--- src/rtl/uart_pkg.sv ---
// Shared UART definitions: frame state encoding and line levels, common to
// the transmitter and the receiver.
package uart_pkg;

  typedef enum logic [2:0] {
    ST_IDLE   = 3'd0,
    ST_START  = 3'd1,
    ST_DATA   = 3'd2,
    ST_PARITY = 3'd3,
    ST_STOP   = 3'd4
  } uart_state_e;

  localparam logic UART_IDLE_LEVEL  = 1'b1;
  localparam logic UART_START_LEVEL = 1'b0;

endpackage

--- src/rtl/uart_tx_buf.sv ---
// One-entry holding register between the valid/ready byte interface and the
// transmit shifter; emptied by a clear strobe when the shifter loads it.
module uart_tx_buf #(
  parameter int unsigned DATA_BITS = 8
) (
  input  logic                 clk_i,
  input  logic                 rst_i,
  input  logic [DATA_BITS-1:0] data_i,
  input  logic                 valid_i,
  output logic                 ready_o,
  input  logic                 clr_i,
  output logic                 full_o,
  output logic [DATA_BITS-1:0] data_o
);

  logic                 full_q, full_d;
  logic [DATA_BITS-1:0] data_q, data_d;

  // Clear and accept are mutually exclusive: clear needs full, accept needs empty.
  always_comb begin
    full_d = full_q;
    data_d = data_q;
    if (clr_i) begin
      full_d = 1'b0;
    end else if (valid_i && !full_q) begin
      full_d = 1'b1;
      data_d = data_i;
    end
  end

  always_ff @(posedge clk_i) begin
    if (rst_i) begin
      full_q <= 1'b0;
      data_q <= '0;
    end else begin
      full_q <= full_d;
      data_q <= data_d;
    end
  end

  assign ready_o = !full_q;
  assign full_o  = full_q;
  assign data_o  = data_q;

endmodule

--- src/rtl/uart_tx.sv ---
// Byte-serial UART transmitter paced by the shared baud tick (enb).
// Define UART_TX_PARITY_EN to insert an even parity bit after the data bits.
module uart_tx
  import uart_pkg::*;
#(
  parameter int unsigned DATA_BITS = 8,
  parameter int unsigned STOP_BITS = 1
) (
  input  logic                 clk,
  input  logic                 rst,
  input  logic                 enb,
  input  logic [DATA_BITS-1:0] data_in,
  input  logic                 data_valid,
  output logic                 data_ready,
  output logic                 tx,
  output logic                 busy,
  output logic                 done
);

  localparam int unsigned          IDX_W     = $clog2(DATA_BITS);
  localparam logic [IDX_W-1:0]     IDX_LAST  = IDX_W'(DATA_BITS - 1);
  localparam logic                 STOP_LAST = 1'(STOP_BITS - 1);

  uart_state_e          state_q, state_d;
  logic [DATA_BITS-1:0] shift_q, shift_d;
  logic [IDX_W-1:0]     idx_q, idx_d;
  logic                 stop_cnt_q, stop_cnt_d;
  logic                 buf_full, buf_clr, load;
  logic [DATA_BITS-1:0] buf_data;
`ifdef UART_TX_PARITY_EN
  logic                 parity_q, parity_d;
`endif

  uart_tx_buf #(.DATA_BITS(DATA_BITS)) u_buf (
    .clk_i   (clk),
    .rst_i   (rst),
    .data_i  (data_in),
    .valid_i (data_valid),
    .ready_o (data_ready),
    .clr_i   (buf_clr),
    .full_o  (buf_full),
    .data_o  (buf_data)
  );

  // done is decoded from the final stop tick itself so it coincides with the
  // end of the last stop bit instead of trailing it by a cycle.
  always_comb begin
    state_d    = state_q;
    shift_d    = shift_q;
    idx_d      = idx_q;
    stop_cnt_d = stop_cnt_q;
    buf_clr    = 1'b0;
    load       = 1'b0;
    tx         = UART_IDLE_LEVEL;
    done       = 1'b0;
`ifdef UART_TX_PARITY_EN
    parity_d   = parity_q;
`endif
    case (state_q)
      ST_IDLE: begin
        if (buf_full && enb) load = 1'b1;
      end
      ST_START: begin
        tx = UART_START_LEVEL;
        if (enb) begin
          state_d = ST_DATA;
          idx_d   = '0;
        end
      end
      ST_DATA: begin
        tx = shift_q[0];
        if (enb) begin
          shift_d = shift_q >> 1;
          idx_d   = idx_q + 1'b1;
          if (idx_q == IDX_LAST) begin
            idx_d      = '0;
            stop_cnt_d = 1'b0;
`ifdef UART_TX_PARITY_EN
            state_d    = ST_PARITY;
`else
            state_d    = ST_STOP;
`endif
          end
        end
      end
`ifdef UART_TX_PARITY_EN
      ST_PARITY: begin
        tx = parity_q;
        if (enb) begin
          state_d    = ST_STOP;
          stop_cnt_d = 1'b0;
        end
      end
`endif
      ST_STOP: begin
        if (enb) begin
          if (stop_cnt_q == STOP_LAST) begin
            done       = 1'b1;
            stop_cnt_d = 1'b0;
            if (buf_full) load = 1'b1;
            else          state_d = ST_IDLE;
          end else begin
            stop_cnt_d = stop_cnt_q + 1'b1;
          end
        end
      end
      default: state_d = ST_IDLE;
    endcase

    if (load) begin
      shift_d = buf_data;
      buf_clr = 1'b1;
      state_d = ST_START;
`ifdef UART_TX_PARITY_EN
      parity_d = ^buf_data;
`endif
    end
  end

  always_ff @(posedge clk) begin
    if (rst) begin
      state_q    <= ST_IDLE;
      shift_q    <= '0;
      idx_q      <= '0;
      stop_cnt_q <= 1'b0;
`ifdef UART_TX_PARITY_EN
      parity_q   <= 1'b0;
`endif
    end else begin
      state_q    <= state_d;
      shift_q    <= shift_d;
      idx_q      <= idx_d;
      stop_cnt_q <= stop_cnt_d;
`ifdef UART_TX_PARITY_EN
      parity_q   <= parity_d;
`endif
    end
  end

  assign busy = (state_q != ST_IDLE);

endmodule

--- config.mk ---
export PLATFORM = sky130hd
export DESIGN_NAME = uart_tx
export DESIGN_NICKNAME = d
export VERILOG_FILES = /design/src/rtl/uart_pkg.sv /design/src/rtl/uart_tx_buf.sv /design/src/rtl/uart_tx.sv
export SDC_FILE = /design/constraint.sdc
export NUM_CORES = 1
export LEC_CHECK = 0
export BUFFER_PORTS_ARGS = -buffer_cell sky130_fd_sc_hd__buf_2
export CAP_MARGIN = 20
export CORE_MARGIN = 4
export CORE_UTILIZATION = 40
export DETAILED_ROUTE_END_ITERATION = 12
export GPL_ROUTABILITY_DRIVEN = 1
export SLEW_MARGIN = 0
export SYNTH_ARGS = -nofsm -noshare
export SYNTH_HDL_FRONTEND = slang
export SYNTH_SLANG_ARGS = --single-unit
--- constraint.sdc ---
create_clock -name clk -period 3.85 [get_ports clk]
set_clock_uncertainty 0.15 [all_clocks]
set_input_delay 0.1925 -clock clk [delete_from_list [all_inputs] [get_ports clk]]
set_output_delay 0.1925 -clock clk [all_outputs]
set_load 0.05 [all_outputs]
==> qor.txt <==
Die extent in y = 60.1 um
Placed cell count = 155
Design area = 0.00127 mm2
Layout cells sized above 1 = 16.7%
IO Count = 16
Worst VDD drop = 0.192 mV
Max Clock Freq = 0.538 GHz
Slew @ Worst Pin = 0.935 ns
DRC viols = 0
Final setup violation count = 0
Area leader, netlist = dfxtp_1
Area contributors post-synth = dfxtp_1 42%, mux2i_1 9.2%, nor2_1 5.2%
Clk pin slew, worst setup/hold paths = 0.12 ns
Power Dens Cells = 346 mW/mm2
Core Box Area = 0.00252 mm2
Clock Sinks = 23
H-tree depth = 1
Register area share after synthesis = 42.4%
DP HPWL = 1400 um
Min Tclk post-route = 1.86 ns
Max_slew headroom = 37.5%
Placed Area = 0.00115 mm2
Worst path required time = 3.51 ns
Post-synth net total = 132
MaxCap Viol Count = 0
CP max-delay cell = dfxtp_1
Average cell area after synthesis = 9.19 um2
Post_cts resized = 0
CP Class = reg -> out
Non-filler cells, final = 168
Yosys top cell area share = 42.4%
Leak Pwr = 0.510 nW
Critical Path Fanout Max = 16
FF+latch count, synth = 23
Remaining global-route overflow = 0
Worst path arrival time = 1.52 ns
CTS tree = done
ANT nets after route = 0
Setup TNS = 0 ns
Initial Util = 43.0%
Die ar. = 0.00361 mm2
Port Buffers = 15
Max incr delay on CP = 0.61 ns
Design Power = 0.439 mW
Final Core Density = 50.2%
Starting DRT DRC Count = 42
Die X = 60.1 um
Routed via count = 889
Pins Over Slew Limit = 0
First-pass GRT wire length = 3480 um
Routed WL = 2000 um
Min-delay worst type = in -> reg
Worst-Skew Late Latency = 0.30 ns
Setup crit end kind = primary output
Gr usage total = 12.6%
Post-Synthesis Cells = 118
RSZ-0062 raised after global routing = false
Largest net degree at the start of global routing = 24
Final period util = 48.3%
Antenna Cells = 0
Root Buffer Master = clkbuf_4
Post-synthesis cell type count = 34
Ys Warns = 0
Status = complete, no violations
Fillers = 255
Critical Path Source Type = register
CTS Buf Count = 3
Hold Fails Final Rpt = 0
Layout Nets = 153
Syn-to-layout area delta = 16.7%
Post-Syn Area = 0.00108 mm2
Vias in the first global route = 841
Drt first pass iters = 4
Post-DR vias/cell = 5.29
Crit path cell chain = nor3b_1 -> o21bai_1 -> buf_2
# hold bufs at CTS = 9
Clock buffer depth = 2
RePlAce Congestion = 0.825
Routed WL per cell = 11.9 um
Initial antenna violation count = 0
Setup bufs post-CTS = 0
Rows = 18
[placed cells by master, fill, tap and decap left out, types with 2 or more instances in the layout]
cell           count
dfxtp_1           23
nand2_1            9
o22ai_1            3
nor2_1            15
mux2i_1           10
xnor2_1            2
clkbuf_4           3
nor3_1             6
a21oi_1            8
o21ai_0            2
dlygate4sd3_1      9
inv_1              2
ha_1               2
nor2b_1            4
buf_2             15
nand3b_1           2
a22oi_1            7
[critical path, delay by kind of cell, from the launching register on]
kind	cells	cell delay (ns)
flip-flops	1	0.61
AND/OR/NAND/NOR	1	0.29
buffers and inverters	1	0.21
AO/OA/AOI/OAI	1	0.10
[synth_stat cells]
| library cell | n |
|---|---|
| and4bb_1 | 1 |
| a21o_1 | 1 |
| nand2b_1 | 1 |
| o21ai_0 | 2 |
| nor4bb_1 | 1 |
| a21oi_1 | 8 |
| xnor2_1 | 2 |
| o22ai_1 | 3 |
| nand3b_1 | 2 |
| and4bb_2 | 1 |
| buf_2 | 2 |
| or2_2 | 1 |
| mux2i_1 | 10 |
| nor2_1 | 15 |
| nor3b_1 | 1 |
| buf_6 | 1 |
| nor2b_1 | 4 |
| and2b_1 | 1 |
| nand3_1 | 1 |
| a22oi_1 | 7 |
| nor2_8 | 1 |
| and3b_1 | 1 |
| nor3_4 | 1 |
| buf_4 | 2 |
| nand2_1 | 9 |
| ha_1 | 2 |
| inv_1 | 2 |
| clkbuf_1 | 2 |
| clkbuf_2 | 1 |
| dfxtp_1 | 23 |
| or3_1 | 1 |
| and4b_1 | 1 |
| nor3_1 | 6 |
| o21bai_1 | 1 |
[area by class of cell]
cell class / instances / area [um2] / area share [%]
clock buffer: 3 / 22.5 / 1.78
clock inverter: 1 / 5.00 / 0.395
inverter: 2 / 7.51 / 0.593
multi-input combinational: 85 / 568 / 44.9
sequential: 23 / 460 / 36.4
tap: 30 / 37.5 / 2.96
timing repair buffer: 24 / 165 / 13.0
[final timing paths]
check / from / end / slack, ns / depth (start not counted)
setup / recovery: state_q[1] / tx / 1.99 / 3
hold / removal: enb / state_q[1] / 0.09 / 3
setup reg to reg: u_buf.full_o / u_buf.data_o[6] / 2.12 / 3
hold reg to reg: shift_q[3] / shift_q[3] / 0.31 / 2
[registers in the layout, indices dropped and copies added (netlist names)]
signal        cells
state_q           3
u_buf.data_o      8
shift_q           8
u_buf.full_o      1
idx_q             3
[layer usage]
layer	vias to the layer above	GRT usage, %	part of all wire [%]	routed length, um
li1	455	-	-	-
met1	415	16.0	48	970
met2	17	20.1	46	913
met3	2	1.94	4.4	89
met4	0	7.28	1.3	27
met5	-	0	0	0
[power breakdown]
part / switching, mW / internal (mW) / leakage (nW) / total (mW)
clock: 0.0682 / 0.0387 / 0.0177 / 0.107
combinational: 0.0405 / 0.0329 / 0.305 / 0.0734
sequential: 0.0100 / 0.248 / 0.187 / 0.258
[stage by stage]
step	setup slack [ns]	hold WS, ns
2_1_floorplan	2.13	0.190
3_3_place_gp	2.17	0.277
3_5_place_dp	2.14	0.287
4_1_cts	2.00	0.0580
5_1_grt	1.83	0.0701
6_report	1.99	0.0870
[cells by family (layout without fill, tap and decap cells)]
logic type / after synthesis / in the layout / share of synthesized area [%]
flops: 23 / 23 / 42.4
buf+inv: 10 / 30 / 5.19
xor+xnor: 2 / 2 / 1.62
fa+ha+maj: 2 / 2 / 2.31
mux: 10 / 10 / 9.23
compound gates: 22 / 22 / 12.6
simple gates: 49 / 49 / 26.6
Note: power is estimated with default switching activity, not from simulation.
